[src/rtl/imem_boot_loader_if.sv]
// Byte-stream and instruction-memory write bundle for the boot loader.
// The slave modport is the loader's view; master is the stream source / memory side.
interface imem_boot_loader_if #(
    parameter int unsigned ADDR_W = 8
);
    logic              rx_valid;
    logic [7:0]        rx_data;
    logic              rx_ready;
    logic              reload;
    logic              imem_we;
    logic [ADDR_W-1:0] imem_addr;
    logic [31:0]       imem_wdata;
    logic              cpu_hold;
    logic              load_done;
    logic              load_err;

    modport slave (
        input  rx_valid, rx_data, reload,
        output rx_ready, imem_we, imem_addr, imem_wdata, cpu_hold, load_done, load_err
    );

    modport master (
        output rx_valid, rx_data, reload,
        input  rx_ready, imem_we, imem_addr, imem_wdata, cpu_hold, load_done, load_err
    );
endinterface

[src/rtl/imem_boot_loader.sv]
// Length-prefixed byte-stream loader that fills the instruction memory and holds the core in
// reset until done. Define CHECKSUM_EN to require a trailing mod-256 checksum byte.
module imem_boot_loader #(
    parameter int unsigned ADDR_W = 8,
    parameter int unsigned CNT_W  = 16
) (
    input logic               CLK,
    input logic               RST,
    imem_boot_loader_if.slave bus
);

    localparam logic [2:0] StLen0 = 3'd0;
    localparam logic [2:0] StLen1 = 3'd1;
    localparam logic [2:0] StData = 3'd2;
    localparam logic [2:0] StFin  = 3'd3;
    localparam logic [2:0] StDone = 3'd4;
    localparam logic [2:0] StErr  = 3'd5;
`ifdef CHECKSUM_EN
    localparam logic [2:0] StCsum = 3'd6;
    localparam logic [2:0] StCok  = 3'd7;
    localparam logic [2:0] StPost = StCsum;
`else
    localparam logic [2:0] StPost = StDone;
`endif
    localparam int unsigned MaxWords = 1 << ADDR_W;

    logic [2:0]        state_q, state_d;
    logic [CNT_W-1:0]  count_q, count_d;
    logic [1:0]        idx_q, idx_d;
    logic [ADDR_W-1:0] addr_q, addr_d;
    logic [31:0]       wdata_q, wdata_d;
    logic              we_q, we_d;
    logic              rdy_q, rdy_d;
    logic              accept;
    logic [31:0]       hdr_cnt;
`ifdef CHECKSUM_EN
    logic [7:0]        csum_q, csum_d, csum_nxt;
`endif

    assign accept  = bus.rx_valid && rdy_q;
    assign hdr_cnt = {{(32-CNT_W){1'b0}}, bus.rx_data, count_q[7:0]};
`ifdef CHECKSUM_EN
    assign csum_nxt = csum_q + bus.rx_data;
`endif

    always_comb begin
        state_d = state_q;
        count_d = count_q;
        idx_d   = idx_q;
        addr_d  = addr_q;
        wdata_d = wdata_q;
        we_d    = 1'b0;
`ifdef CHECKSUM_EN
        csum_d  = accept ? csum_nxt : csum_q;
`endif
        // Address advances the cycle after each strobe and saturates at the top word.
        if (we_q && (addr_q != {ADDR_W{1'b1}})) begin
            addr_d = addr_q + {{(ADDR_W-1){1'b0}}, 1'b1};
        end

        case (state_q)
            StLen0: begin
                if (accept) begin
                    count_d[7:0] = bus.rx_data;
                    state_d      = StLen1;
                end
            end
            StLen1: begin
                if (accept) begin
                    count_d = hdr_cnt[CNT_W-1:0];
                    if (hdr_cnt > MaxWords) begin
                        state_d = StErr;
                    end else if (hdr_cnt == 32'd0) begin
                        state_d = StPost;
                    end else begin
                        state_d = StData;
                    end
                end
            end
            StData: begin
                if (accept) begin
                    wdata_d[{idx_q, 3'b000} +: 8] = bus.rx_data;
                    idx_d = idx_q + 2'd1;
                    if (idx_q == 2'd3) begin
                        we_d    = 1'b1;
                        count_d = count_q - {{(CNT_W-1){1'b0}}, 1'b1};
                        if (count_q == {{(CNT_W-1){1'b0}}, 1'b1}) begin
                            state_d = StFin;
                        end
                    end
                end
            end
            StFin: state_d = StPost;
`ifdef CHECKSUM_EN
            StCsum: begin
                if (accept) begin
                    state_d = (csum_nxt == 8'h00) ? StCok : StErr;
                end
            end
            StCok: state_d = StDone;
`endif
            StDone, StErr: begin
                if (bus.reload) begin
                    state_d = StLen0;
                    count_d = '0;
                    idx_d   = 2'd0;
                    addr_d  = '0;
                    wdata_d = '0;
`ifdef CHECKSUM_EN
                    csum_d  = 8'h00;
`endif
                end
            end
            default: state_d = StLen0;
        endcase

        rdy_d = (state_d == StLen0) || (state_d == StLen1) || (state_d == StData);
`ifdef CHECKSUM_EN
        rdy_d = rdy_d || (state_d == StCsum);
`endif
    end

    always_ff @(posedge CLK) begin
        if (RST) begin
            state_q <= StLen0;
            count_q <= '0;
            idx_q   <= 2'd0;
            addr_q  <= '0;
            wdata_q <= '0;
            we_q    <= 1'b0;
            rdy_q   <= 1'b0;
`ifdef CHECKSUM_EN
            csum_q  <= 8'h00;
`endif
        end else begin
            state_q <= state_d;
            count_q <= count_d;
            idx_q   <= idx_d;
            addr_q  <= addr_d;
            wdata_q <= wdata_d;
            we_q    <= we_d;
            rdy_q   <= rdy_d;
`ifdef CHECKSUM_EN
            csum_q  <= csum_d;
`endif
        end
    end

    assign bus.rx_ready   = rdy_q;
    assign bus.imem_we    = we_q;
    assign bus.imem_addr  = addr_q;
    assign bus.imem_wdata = wdata_q;
    assign bus.cpu_hold   = (state_q != StDone);
    assign bus.load_done  = (state_q == StDone);
    assign bus.load_err   = (state_q == StErr);

endmodule

[src/flat_wrapper.sv]
// flat-port wrapper written by rule: the top's interface ports become plain ports
module imem_boot_loader_flat 
#(
    parameter int unsigned ADDR_W = 8,
    parameter int unsigned CNT_W  = 16
)
  (CLK, RST, bus_rx_valid, bus_rx_data, bus_reload, bus_rx_ready, bus_imem_we, bus_imem_addr, bus_imem_wdata, bus_cpu_hold, bus_load_done, bus_load_err);
  imem_boot_loader_if #(.ADDR_W(ADDR_W)) bus_i ();
  input logic CLK;
  input logic RST;
  input wire logic [$bits(bus_i.rx_valid)-1:0] bus_rx_valid;
  input wire logic [$bits(bus_i.rx_data)-1:0] bus_rx_data;
  input wire logic [$bits(bus_i.reload)-1:0] bus_reload;
  output wire logic [$bits(bus_i.rx_ready)-1:0] bus_rx_ready;
  output wire logic [$bits(bus_i.imem_we)-1:0] bus_imem_we;
  output wire logic [$bits(bus_i.imem_addr)-1:0] bus_imem_addr;
  output wire logic [$bits(bus_i.imem_wdata)-1:0] bus_imem_wdata;
  output wire logic [$bits(bus_i.cpu_hold)-1:0] bus_cpu_hold;
  output wire logic [$bits(bus_i.load_done)-1:0] bus_load_done;
  output wire logic [$bits(bus_i.load_err)-1:0] bus_load_err;
  assign bus_i.rx_valid = bus_rx_valid;
  assign bus_i.rx_data = bus_rx_data;
  assign bus_i.reload = bus_reload;
  assign bus_rx_ready = bus_i.rx_ready;
  assign bus_imem_we = bus_i.imem_we;
  assign bus_imem_addr = bus_i.imem_addr;
  assign bus_imem_wdata = bus_i.imem_wdata;
  assign bus_cpu_hold = bus_i.cpu_hold;
  assign bus_load_done = bus_i.load_done;
  assign bus_load_err = bus_i.load_err;
  imem_boot_loader #(.ADDR_W(ADDR_W), .CNT_W(CNT_W)) u_core (.CLK(CLK), .RST(RST), .bus(bus_i));
endmodule
[config.mk]
export PLATFORM = sky130hd
export DESIGN_NAME = imem_boot_loader_flat
export DESIGN_NICKNAME = d
export VERILOG_FILES = /design/src/rtl/imem_boot_loader_if.sv /design/src/rtl/imem_boot_loader.sv /design/src/flat_wrapper.sv
export SDC_FILE = /design/constraint.sdc
export NUM_CORES = 1
export LEC_CHECK = 0
export CAP_MARGIN = 25
export CORE_UTILIZATION = 50
export DETAILED_ROUTE_END_ITERATION = 8
export DONT_BUFFER_PORTS = 1
export MAX_ROUTING_LAYER = met4
export SLEW_MARGIN = 20
export SYNTH_ARGS = -nofsm -noshare
export SYNTH_HDL_FRONTEND = slang
export SYNTH_SLANG_ARGS = --single-unit
[constraint.sdc]
create_clock -name CLK -period 4.57 [get_ports CLK]
set_input_delay 0.914 -clock CLK [delete_from_list [all_inputs] [get_ports CLK]]
set_output_delay 0.914 -clock CLK [all_outputs]
set_load 0.05 [all_outputs]
==> qor.csv <==
metric,value,unit
Gate Count Post-Synth,401,
DIE AREA,0.00668,mm²
"Net Count, Synth",423,
Least-Margin Pin Slew,0.915,ns
setup TNS,0,ns
row count,28,
Pleak,1.18,nW
worst slack at placement,1.95,ns
Cells after DPL,457,
io pins,57,
total number of vias,2907,
pwr/cell area,357,mW/mm²
cell taking the most area after synthesis,dfxtp_1,
post-synthesis cell area,0.00318,mm²
CP max stage delay,0.54,ns
Die H,81.7,µm
Slew HR,38.8,%
top_reg_cell synth,dfxtp_1,
fill count,583,
arrival time at the worst endpoint,2.09,ns
number of synthesized flops with an enable pin,0,
Total GRT Usage,26.9,%
Hold Path Origin,u_core.count_q[15],
die width,81.7,µm
Hold Fails Final Rpt,0,
clk_lat worst skew,0.34,ns
Crit Path Class,reg -> out,
Post-DP HPWL,5480,µm
Worst R2R Path Depth,5,
NumNets Final,417,
final std cells w/o fill,474,
Setup crit end kind,primary output,
CP Max Fanout,11,
H-Tree Depth,3,
routed wire length,8240,µm
WHS,0.482,ns
Avg Inst Size Synth,7.92,µm²
Iter 0 DRT Violations,240,
Initial Util,52.7,%
gpl congestion,0.847,
CP Cell Sequence,"nor2b_1, buf_4, nand2b_1, inv_1",
largest net degree at the start of global routing,58,
drt via density,6.13,
worst hold path depth,2,
clock-pin slew on the worst setup and hold paths,0.07,ns
ys async rst share,0,%
Critical path buffers and inverters,2,
port buffer count,0,
post-route ant nets,0,
CTS Hold Buffers Added,0,
initial antenna violation count,0,
post-CTS sizing,0,
CTS max path bufs,2,
CP max stage cell,dfxtp_1,
Residual DRC,0,
Clock Skews,0.0123,ns
Synth top area share,39.7,%
Clock Sinks,63,
Post CTS Setup Buffer Count,0,
sequential fraction of the synthesis area,39.7,%
ratio of final minimum period to clock period,65.7,%
Setup crit start,u_core.state_q[2],
CP Launch Type,flip-flop,
share of cells above drive strength 1,6.77,%
DRT Pass-1 Iters,5,
ANT cells,0,
outcome,"finished, final reports clean",
vias in the first global route,2553,
maximum VDD drop,0.234,mV
f_max,333,MHz
Min-Delay Endpoint,u_core.count_q[15],
Synth-to-Final Area Change,8.11,%
Avg WL per Cell,17.4,µm
Slew Limit Fails,0,
worst reg2reg endpoint,u_core.bus.imem_wdata[23],
Synth warnings,0,
CP required,3.66,ns
Final setup viols,0,
max-capacitance violation count,0,
Synth cell types,45,
reg-to-reg setup timing slack,2.19,ns
#FFs+latches synth,63,
reg-to-reg critical path startpoint,u_core.state_q[2],
CORE AREA,0.00603,mm²
CTS buffer count,9,
Crit path max-delay family,buffers and inverters,
minimum clock period,3.00,ns
first-pass GRT wire length,13000,µm
Overflow after GRT,0,
clock root buffer,clkbuf_8,
final worst setup slack,1.57,ns
HP Class,reg -> reg,
CTS tree,done,
unrepaired setup endpoints after global routing,false,
Area contributors post-synth,"dfxtp_1 (40%), a21oi_1 (7.7%), nand2_1 (6.7%)",
==> worst min-delay path, stage by stage (launching register included) <==
cell,delay (ns)
dfxtp_1,0.32
nand3_1,0.07
a21oi_1,0.06
==> through the flow <==
stage	power [W]	area (µm²)	util, %
2_1_floorplan	0.000658	3180	-
6_report	0.00122	3430	57.0
4_1_cts	0.00124	3420	56.7
3_3_place_gp	0.000673	3180	52.7
3_5_place_dp	0.000675	3190	52.9
5_1_grt	0.00127	3430	57.0
==> cells in the mapped netlist, types with 5 or more instances <==
master and n:
dfxtp_1 63, ha_1 10, nor2_1 32, a22oi_1 6
nand4_1 23, nand2_1 57, o22ai_1 5, inv_1 9
or3_1 18, nand3_1 13, nor4_1 8, nand2b_1 5
nor3_1 7, clkbuf_1 15, a21oi_1 49, nor3b_1 5
o21ai_0 18
==> cell families after synthesis <==
logic type	count (synthesis)	synth area share, %
buffers and inverters	32	4.88
multiplexers	2	0.630
AO/OA/AOI/OAI	101	19.3
AND/OR/NAND/NOR	188	30.2
XOR/XNOR	5	1.38
flip-flops	63	39.7
adder cells (fa/ha/maj)	10	3.94
==> worst max path at each step <==
| stage | end | slack (ns) | cells past startpoint |
|---|---|---|---|
| after floorplan | bus_load_done | 1.72 | 5 |
| after global placement | u_core.count_q[6] | 1.90 | 5 |
| after detailed placement | bus_load_done | 1.95 | 4 |
| after CTS | bus_load_done | 1.56 | 4 |
| after global routing | bus_load_done | 1.45 | 4 |
| final | bus_load_done | 1.57 | 4 |
==> report_power, final <==
part / switching [W] / internal (W)
logic: 0.0000575 / 0.0000331
registers: 0.0000169 / 0.000557
clock network: 0.000212 / 0.000348
total: 0.000286 / 0.000938
==> metal layers <==
layer,GRT usage [%],vias up,part of all wire [%]
met5,-,-,0
met4,7.54,0,1.1
met3,9.33,12,8.2
met2,38.8,114,44
met1,35.5,1342,47
li1,-,1439,-
==> cells in the final DEF (no fill, tap or decap), drive strengths merged, types with 3 or more instances in the layout <==
cell type / n
nand3: 13
nand2: 57
nor3: 7
nor3b: 5
a31oi: 4
nand4: 23
nor4: 9
dfxtp: 63
nor2: 32
or3: 18
buf: 5
o21a: 3
ha: 10
nand3b: 4
clkbuf: 13
nor2b: 3
nand2b: 5
a22oi: 6
o32ai: 4
and2: 4
o21ai: 23
xor2: 3
o22ai: 5
a21oi: 49
inv: 9
==> cell type report <==
class                      instances  area, µm²  share of cell area, %
multi-input combinational        306       1770                   51.6
sequential                        63       1260                   36.7
clock buffer                      12        165                   4.81
tap                               75       93.8                   2.73
clock inverter                     3       65.1                   1.89
timing repair buffer               6       42.5                   1.24
inverter                           9       33.8                  0.984
==> state kept, by name, summed over array words and instances, names as in the netlist <==
register	flops
u_core.idx_q	2
u_core.bus.rx_ready	1
u_core.bus.imem_wdata	32
u_core.bus.imem_we	1
u_core.bus.imem_addr	8
u_core.state_q	3
u_core.count_q	16
(Power assumes the default switching activity.)
